===== config.mk =====
export PLATFORM = sky130hd
export DESIGN_NAME = fetch_queue
export DESIGN_NICKNAME = d
export VERILOG_FILES = /design/src/rtl/fetch_queue.sv
export SDC_FILE = /design/constraint.sdc
export NUM_CORES = 1
export LEC_CHECK = 0
export CAP_MARGIN = 10
export CORE_MARGIN = 2
export CORE_UTILIZATION = 40
export CTS_BUF_LIST = sky130_fd_sc_hd__clkbuf_4 sky130_fd_sc_hd__clkbuf_8
export CTS_CLUSTER_SIZE = 16
export DETAILED_ROUTE_END_ITERATION = 6
export GPL_TIMING_DRIVEN = 0
export MAX_ROUTING_LAYER = met4
export PLACE_DENSITY = 0.61
export SETUP_SLACK_MARGIN = 0.2
export SLEW_MARGIN = 20
export SYNTH_ARGS = -nofsm -noshare
export SYNTH_HDL_FRONTEND = slang
export SYNTH_SLANG_ARGS = --single-unit

===== constraint.sdc =====
create_clock -name clk -period 3.41 [get_ports clk]
set_input_delay 0.682 -clock clk [delete_from_list [all_inputs] [get_ports clk]]
set_output_delay 0.682 -clock clk [all_outputs]
set_load 0.05 [all_outputs]

===== src/rtl/fetch_queue.sv =====
// Instruction fetch buffer: drives imem, queues {instr, pc} pairs and hands them to decode.
// Flush redirects fetch in one cycle and drops everything queued, including the word fetched that cycle.
module fetch_queue #(
  parameter int unsigned     WIDTH    = 32,
  parameter int unsigned     DEPTH    = 4,
  parameter logic [WIDTH-1:0] RESET_PC = '0
) (
  input  logic                       clk,
  input  logic                       reset,
  input  logic                       fetch_en,
  output logic [WIDTH-1:0]           imem_addr,
  input  logic [WIDTH-1:0]           imem_rd,
  input  logic                       flush,
  input  logic [WIDTH-1:0]           redirect_pc,
  output logic [WIDTH-1:0]           instr,
  output logic [WIDTH-1:0]           instr_pc,
  output logic                       valid,
  input  logic                       ready,
  output logic [$clog2(DEPTH+1)-1:0] count
);

  localparam int unsigned PW = $clog2(DEPTH);
  localparam int unsigned CW = $clog2(DEPTH + 1);
  localparam logic [CW-1:0]    C_FULL = CW'(DEPTH);
  localparam logic [WIDTH-1:0] C_STEP = WIDTH'(4);

  logic [WIDTH-1:0] r_fetch_pc;
  logic [PW-1:0]    r_head;
  logic [PW-1:0]    r_tail;
  logic [CW-1:0]    r_count;
  logic [WIDTH-1:0] r_mem_instr [DEPTH];
  logic [WIDTH-1:0] r_mem_pc    [DEPTH];

  logic w_valid;
  logic w_full;
  logic w_pop;
  logic w_push;

  assign w_valid = (r_count != '0);
  assign w_full  = (r_count == C_FULL);
  assign w_pop   = w_valid & ready & ~flush;
  // A full queue may still accept a word when the head leaves in the same cycle.
  assign w_push  = fetch_en & ~flush & (~w_full | w_pop);

  always_ff @(posedge clk) begin
    if (reset) begin
      r_fetch_pc <= RESET_PC;
      r_head     <= '0;
      r_tail     <= '0;
      r_count    <= '0;
    end else if (flush) begin
      r_fetch_pc <= redirect_pc;
      r_head     <= '0;
      r_tail     <= '0;
      r_count    <= '0;
    end else begin
      if (w_push) begin
        r_fetch_pc <= r_fetch_pc + C_STEP;
        r_tail     <= r_tail + PW'(1);
      end
      if (w_pop) begin
        r_head <= r_head + PW'(1);
      end
      case ({w_push, w_pop})
        2'b10:   r_count <= r_count + CW'(1);
        2'b01:   r_count <= r_count - CW'(1);
        default: r_count <= r_count;
      endcase
    end
  end

  // Storage needs no reset; the occupancy count gates every read.
  always_ff @(posedge clk) begin
    if (!reset && w_push) begin
      r_mem_instr[r_tail] <= imem_rd;
      r_mem_pc[r_tail]    <= r_fetch_pc;
    end
  end

  assign imem_addr = r_fetch_pc;
  assign valid     = w_valid;
  assign count     = r_count;
  assign instr     = w_valid ? r_mem_instr[r_head] : '0;
  assign instr_pc  = w_valid ? r_mem_pc[r_head]    : '0;

endmodule

==> results of run 1 <==
registers in the layout, indices dropped and copies added, names as in the netlist, named ones only:
signal,count
r_mem_instr,128
r_head,2
count,3
imem_addr,32
r_mem_pc,128
r_tail,2
cells in the mapped netlist, types with 5 or more instances:
master,number
edfxtp_1,256
and2_1,67
mux4_2,64
dfxtp_1,41
nor2_1,40
nand2_1,27
clkbuf_1,24
a211oi_1,17
xor2_1,16
xnor2_1,13
nand3_1,12
nand4_1,12
buf_2,11
inv_1,9
a21oi_1,8
and3_1,8
nor3_1,6
nor4_1,6
or3_1,6
ha_1,5
power by group through the flow:
stage	Sequential (mW)	Combinational, mW	Clock, mW
after floorplan	4.23	0.319	0
after global placement	4.17	0.693	0
after detailed placement	4.17	0.702	0
after CTS	4.10	0.683	3.41
after global routing	4.10	0.716	3.56
final	4.10	0.672	3.33
kinds of logic after synthesis:
family / count (synthesis)
AOI/OAI and AO/OA: 39
xor gates and xnor gates: 29
adders and majority gates: 6
buffers and inverters: 47
DFF: 297
muxes: 69
and+or+nand+nor: 201
metrics by stage:
step	hold slack, ns	setup TNS, ns
global route	0.533	0
finish	0.493	0
global placement	0.491	-104.17
floorplan	0.469	0
detailed placement	0.494	-15.84
CTS	0.479	0
cell type report:
type,count,area [sq um],share of cell area [%]
plain buffers,38,235,1.55
clock buffers,68,855,5.64
clock inverters,23,211,1.40
inverters,9,33.8,0.223
multi-input cells,344,3290,21.7
flip-flops and latches,297,8510,56.2
well taps,390,488,3.22
repair buffers,168,1540,10.1
final timing paths:
path	start	end	slack [ns]
setup / recovery	flop	instr_pc[24]	0.31
hold / removal	r_tail[1]	r_tail[1]	0.49
setup reg to reg	count[0]	r_mem_instr[1][27]	0.68
hold reg to reg	r_tail[1]	r_tail[1]	0.49
routing by layer:
metal  track usage [%]  up-vias  routed length, um
met4              4.34        0                401
li1                  -     3141                  -
met3              3.65       33               1600
met1              25.8     3491              12700
met2              27.1      250              12600
met5                 -        -                  0
critical path, cell delays in order, from the launching register on:
cell	delay, ns
dfxtp_1	0.32
clkbuf_8	0.21
buf_6	0.21
mux4_2	0.52
and2_1	0.17
dlygate4sd2_1	0.41
what timing repair did:
| item | in CTS | in global routing |
|---|---|---|
| hold buffers | 0 | 0 |
| resized for setup | 169 | 40 |
| setup endpoints to repair | 65 | 27 |
==> summary.md, run 1 <==
| Metric | Value |
|---|---|
| Status | finished clean |
| Worst hold path type | flop to flop |
| H-tree depth | 2 |
| Slew of the pin with the lowest slew margin | approximately 0.92 ns |
| Mux contribution to synthesized area | roughly an eighth |
| Final ANT Viol Nets | 0 |
| Clock transition at path regs | 0.06 ns |
| Main combinational cell family by area after synthesis | multiplexers |
| Final Non-Filler Cells | roughly 1300 |
| CTS Buf Count | 50 |
| Pin count of the biggest net entering global routing | 38 |
| Compound-cell area share of the yosys netlist | under 10% |
| Pre-CTS setup slack | -0.343 ns |
| Worst Skew | roughly 0.019 ns |
| Synth Area in Simple Gates | 9.72% |
| Dpl cell area | approximately 0.014 sq mm |
| Most frequent cells in the layout | edfxtp_1 (256), clkdlybuf4s50_1 (99), and2_1 (67) |
| Filler cells | between 2000 and 3000 |
| Minimum clock period | about 3.1 ns |
| Max-slew violations | 0 |
| CTS sink count | a little under 300 |
| Vias in the first global route | around 7100 |
| First-pass GRT wire length | 41600 um |
| Post-Layout Inst Area | ~0.015 sq mm |
| CP required | ~2.7 ns |
| Post-CTS Setup Bufs | 0 |
| Hold Path Stages | 2 |
| CP max FO | 10 |
| Via count | 6915 |
| # IOs | 169 |
| Register share of total power | 50.5% |
| RSZ-0062 raised after global routing | false |
| Final setup viols | 0 |
| First-pass DRT Iterations | 5 |
| Tcrit/Tclk final | 90.8% |
| Total power | 8.10 mW |
| Die area | 0.0313 sq mm |
| I/O Buffers | roughly 160 |
| P&R area growth vs syn | 26.7% |
| Leading area contributor after synthesis | edfxtp_1 |
| PD cells | 535 mW/mm^2 |
| Post-Syn Area | roughly 0.012 sq mm |
| Top_reg_cell synth | edfxtp_1 |
| Clock tree buffer depth | 3 |
| Clk_lat worst skew | between 0.5 and 0.6 ns |
| Die Y | ~180 um |
| Seq cells post-synth | between 200 and 300 |
| Fin. Hold Viols | 0 |
| Gr usage total | 18.2% |
| Reg2Reg Depth | 6 |
| Relative slew slack | between 30% and 40% |
| Static leakage | between 5 and 6 nW |
| CTS Root Cell | clkbuf_8 |
| Synth Instances | slightly below 700 |
| CP Class | flop to output port |
| Synth async-reset ratio | 0% |
| Total routed wirelength | 27300 um |
| Nets | between 900 and 1000 |
| Synth top area share | roughly 64% |
| Crit end category | output port |
| Worst VDD drop | between 0.2 and 0.25 mV |
| Xor/xnor share of the synthesized area | between 2 and 2.5% |
| Syn_nets | around 760 |
| Vias/cell | a little over 5 |
| Average cell area after synthesis | around 17 sq um |
| Initial DRC Count | 432 |
| CTS tree | built |
| Initial antenna violation count | 0 |
| ANT cells | 0 |
| DPL Wire Length | 17400 um |
| Commonest non-fill, non-tap cell in the layout | edfxtp_1 |
| Residual DRC count | 0 |
| Logic pwr share | approximately 8.3% |
| Max-cap violations | 0 |
| Yosys cell types | 43 |
| Post-synth EDFFs | approximately 260 |
| Sw Share | a little under a quarter |
| Routability cong. | 0.862 |
| Row count | 63 |
| Adder-Cell Fraction of Synth Area | less than 1% |
| Clock power frac | 41.2% |
| Die Span X | about 180 um |
| FMAX | roughly 0.32 GHz |
| Setup WS post-layout | about 0.31 ns |
| Dpl cells | 1246 |
| Synth top area cells | edfxtp_1 (64%), mux4_2 (12%), dfxtp_1 (6.9%) |
| CP Data Arrival Time | 2.41 ns |
| Total gr overflow | 0 |
| Startpoint types | flop |
| Synth warnings | 0 |
| Register area share after synthesis | a little under three quarters |
| Post-Route Utilization | just over 50% |
| Sw power | about 1.9 mW |
| Cell Int Power | roughly 6.2 mW |
| Drt wl/cell | about 20 um |
| Initial Utilization | 40.5% |
| Core Area | ~0.03 sq mm |
| Share of layout cells above drive strength 1 | 23.5% |
Power figures use the tool's default switching activity.
==> inputs of run 2 (changes only) <==
PLACE_DENSITY = default   (was 0.61)
SKIP_CTS_REPAIR_TIMING = 1   (was default)
==> summary.md, run 2 (synthesized netlist as in run 1, its figures left out) <==
| Metric | Value |
|---|---|
| Status | finished clean |
| Max-slew violations | 0 |
| Clock tree buffer depth | 3 |
| Final ANT Viol Nets | 0 |
| Fin. Hold Viols | 0 |
| Die Span X | about 180 um |
| Slew of the pin with the lowest slew margin | around 0.94 ns |
| Worst hold path type | flop to flop |
| First-pass GRT wire length | slightly above 40000 um |
| CP max FO | 10 |
| Most frequent cells in the layout | edfxtp_1 (256), clkdlybuf4s50_1 (99), and2_1 (67) |
| Setup tns final | 0 ns |
| Slowest CP cell | mux4_2 |
| Nets | 981 |
| Worst Skew | around 0.031 ns |
| Vias/cell | approximately 5.2 |
| Worst path cell trace | clkbuf_4 > clkbuf_4 > mux4_2 > and2_1 > dlymetal6s2s_1 |
| Vias in the first global route | 7034 |
| First-pass DRT Iterations | 5 |
| H-tree depth | 2 |
| Clk_lat worst skew | around 0.56 ns |
| PD cells | between 500 and 600 mW/mm^2 |
| P&R area growth vs syn | 26.8% |
| Sequential cell area | ~0.0085 sq mm |
| CTS Root Cell | clkbuf_8 |
| Relative slew slack | a little over a third |
| Initial Utilization | between 40 and 50% |
| Initial DRC Count | around 530 |
| Commonest non-fill, non-tap cell in the layout | edfxtp_1 |
| Residual DRC count | 0 |
| Most frequent CP cell | clkbuf_4 |
| Initial antenna violation count | 0 |
| CTS Buf Count | between 40 and 50 |
| # IOs | about 170 |
| Die Y | around 180 um |
| Minimum clock period | ~3.2 ns |
| Final setup viols | 0 |
| Dpl cells | 1246 |
| Drt wl/cell | between 20 and 25 um |
| CTS sink count | ~300 |
| Multi-input gate area | roughly 0.0033 sq mm |
| Worst VDD drop | around 0.25 mV |
| I/O Buffers | roughly 160 |
| Filler cells | 2506 |
| Gr usage total | about 18% |
| Pin count of the biggest net entering global routing | 37 |
| CP required | between 2 and 3 ns |
| Crit end category | output port |
| Total routed wirelength | between 20000 and 30000 um |
| Final Non-Filler Cells | approximately 1300 |
| Clock transition at path regs | roughly 0.060 ns |
| Share of layout cells above drive strength 1 | 21.8% |
| DPL Wire Length | between 15000 and 20000 um |
| CP Data Arrival Time | 2.50 ns |
| Die area | 0.0313 sq mm |
| Total gr overflow | 0 |
| RSZ-0062 raised after global routing | true |
| Core Area | slightly below 0.03 sq mm |
| ANT cells | 0 |
| Via count | around 6900 |
| Routability cong. | about 0.86 |
| Max-cap violations | 0 |
| CP Class | flop to output port |
| FMAX | 0.314 GHz |
| Post-Route Utilization | 51.3% |
| Static leakage | between 5 and 6 nW |
| Row count | 63 |
| Tcrit/Tclk final | approximately 93% |
| Worst path max stage delay | ~0.55 ns |
| CTS tree | built |
| Startpoint types | flop |
==> run 2: power breakdown <==
group	total (mW)	leakage, nW	internal (mW)	switching (mW)
clock	2.92	0.494	1.58	1.35
combinational	0.684	2.56	0.262	0.422
sequential	4.10	2.69	4.01	0.0817
total	7.70	5.75	5.85	1.85
==> run 2: cell type report <==
cell class	count	share of cell area (%)
Sequential cell	297	56.1
Multi-Input combinational cell	344	21.7
Timing Repair Buffer	168	11.4
Clock buffer	69	5.52
Tap cell	390	3.22
Buffer	38	1.31
Clock inverter	18	0.561
Inverter	9	0.223
==> run 2: metal layers <==
metal | vias to the layer above | part of all wire [%] | global-route usage [%]
met1 | 3449 | 47 | 25.1
met2 | 260 | 46 | 26.9
li1 | 3134 | - | -
met4 | 0 | 1.7 | 4.58
met3 | 44 | 6.0 | 3.05
met5 | - | 0 | -
==> run 2: critical path: cells and delay by family (launching register included) <==
family | cells | cell delay [ns]
multiplexers | 1 | 0.55
AND/OR/NAND/NOR | 1 | 0.17
flip-flops | 1 | 0.31
buffers and inverters | 3 | 0.91
==> run 2: per-stage QoR <==
step | power, mW | instance area [sq um] | worst slack [ns] | hold slack (ns)
finish | 7.70 | 15200 | 0.228 | 0.496
global route | 7.99 | 15200 | 0.0896 | 0.530
CTS | 7.81 | 15100 | -0.940 | 0.499
detailed placement | 4.87 | 14200 | -0.301 | 0.490
global placement | 4.87 | 14100 | -0.420 | 0.490
floorplan | 4.55 | 12000 | 0.398 | 0.469
==> run 2: final timing paths <==
| check | startpoint | to | slack, ns | cells after the start |
|---|---|---|---|---|
| setup reg to reg | count[0] | r_mem_instr[0][10] | 0.70 | 6 |
| hold reg to reg | r_tail[1] | r_tail[1] | 0.50 | 2 |
| setup / recovery | flop | instr[17] | 0.23 | 5 |
| hold / removal | r_tail[1] | r_tail[1] | 0.50 | 2 |
==> inputs of run 3 (changes only) <==
DONT_BUFFER_PORTS = 1   (was default)
SLEW_MARGIN = default   (was 20)
==> summary.md, run 3 (synthesized netlist as in run 1, its figures left out) <==
| Metric | Value |
|---|---|
| Worst hold path type | primary input to flop |
| Initial Utilization | approximately two fifths |
| Dpl cell area | roughly 0.013 sq mm |
| H-tree depth | 2 |
| P&R area growth vs syn | 14.3% |
| Max-cap violations | 0 |
| Final Non-Filler Cells | roughly 1200 |
| CP required | 2.73 ns |
| Core Area | 0.0296 sq mm |
| Pre-CTS setup slack | -0.366 ns |
| CTS Buf Count | 50 |
| Row count | between 60 and 70 |
| Filler cells | between 2000 and 3000 |
| # IOs | roughly 170 |
| Slew of the pin with the lowest slew margin | 0.983 ns |
| CTS sink count | about 300 |
| Initial DRC Count | around 450 |
| Drt wl/cell | 22.7 um |
| PD cells | roughly 560 mW/mm^2 |
| Vias in the first global route | about 6900 |
| Residual DRC count | 0 |
| Max-slew violations | 0 |
| CTS tree | built |
| Clock tree buffer depth | 3 |
| FMAX | ~0.33 GHz |
| Worst VDD drop | slightly above 0.3 mV |
| Die area | between 0.03 and 0.04 sq mm |
| RSZ-0062 raised after global routing | false |
| Vias/cell | ~5.4 |
| Clk_lat worst skew | around 0.56 ns |
| Minimum clock period | ~3.0 ns |
| Initial antenna violation count | 1 |
| Post-Layout Inst Area | roughly 0.014 sq mm |
| Setup WS post-layout | roughly 0.37 ns |
| DPL Wire Length | 17300 um |
| Via count | about 6400 |
| I/O Buffers | 0 |
| Nets | roughly 800 |
| Setup tns final | 0 ns |
| Startpoint types | flop |
| Total power | roughly 7.6 mW |
| Worst hold slack | around 0.22 ns |
| CP Class | flop to output port |
| Post-Route Utilization | ~46% |
| Total gr overflow | 0 |
| Gr usage total | roughly 18% |
| First-pass DRT Iterations | 6 |
| CP max FO | 10 |
| Relative slew slack | between 30% and 40% |
| Fin. Hold Viols | 0 |
| CTS Root Cell | clkbuf_8 |
| Die Span X | ~180 um |
| Static leakage | between 4 and 5 nW |
| Commonest non-fill, non-tap cell in the layout | edfxtp_1 |
| Most frequent cells in the layout | edfxtp_1 (256), mux4_2 (64), clkbuf_8 (55) |
| Final ANT Viol Nets | 0 |
| Final setup viols | 0 |
| Tcrit/Tclk final | between 80% and 90% |
| First-pass GRT wire length | between 40000 and 50000 um |
| Die Y | ~180 um |
| Routability cong. | 0.908 |
| Pin count of the biggest net entering global routing | 47 |
| Share of layout cells above drive strength 1 | 29.2% |
| Clock transition at path regs | ~0.060 ns |
| Crit end category | output port |
| Dpl cells | approximately 1100 |
| Worst Skew | 0.0243 ns |
| Total routed wirelength | roughly 27000 um |
| Status | finished clean |
| CP Data Arrival Time | 2.35 ns |
[run 3: worst max-delay path: stages (launching register included)]
cell and delay [ns]:
dfxtp_1 0.30, clkbuf_4 0.29, clkbuf_4 0.35, mux4_2 0.55, and2_2 0.32
[run 3: final timing paths]
| kind | startpoint | end | slack [ns] | cells past startpoint |
|---|---|---|---|---|
| worst max register to register | count[0] | count[1] | 0.51 | 7 |
| worst min-delay path | imem_rd[24] | r_mem_instr[2][24] | 0.22 | 0 |
| worst min register to register | r_tail[1] | r_tail[1] | 0.51 | 2 |
| worst max-delay path | flop | instr_pc[2] | 0.37 | 4 |
[run 3: metal layers]
| metal | track usage (%) | up-vias | share of wire [%] |
|---|---|---|---|
| li1 | - | 2815 | - |
| met1 | 22.5 | 3235 | 41 |
| met2 | 27.8 | 261 | 47 |
| met3 | 5.93 | 55 | 9.7 |
| met4 | 4.61 | 0 | 2.1 |
| met5 | - | - | 0 |
[run 3: final cells by class]
type | count | area, sq um | share of cell area [%]
diodes | 1 | 2.50 | 0.0183
plain buffers | 38 | 195 | 1.43
clock buffers | 74 | 900 | 6.58
clock inverters | 17 | 76.3 | 0.558
inverters | 9 | 33.8 | 0.247
multi-input cells | 344 | 3360 | 24.6
flip-flops and latches | 297 | 8510 | 62.2
well taps | 390 | 488 | 3.57
repair buffers | 4 | 110 | 0.805
[run 3: where the power goes]
part / switching, mW / internal (mW) / leakage, nW / total, mW
Sequential: 0.183 / 4.02 / 2.69 / 4.20
Combinational: 0.285 / 0.124 / 1.20 / 0.410
Clock: 1.35 / 1.68 / 0.524 / 3.04
Total: 1.82 / 5.82 / 4.42 / 7.64
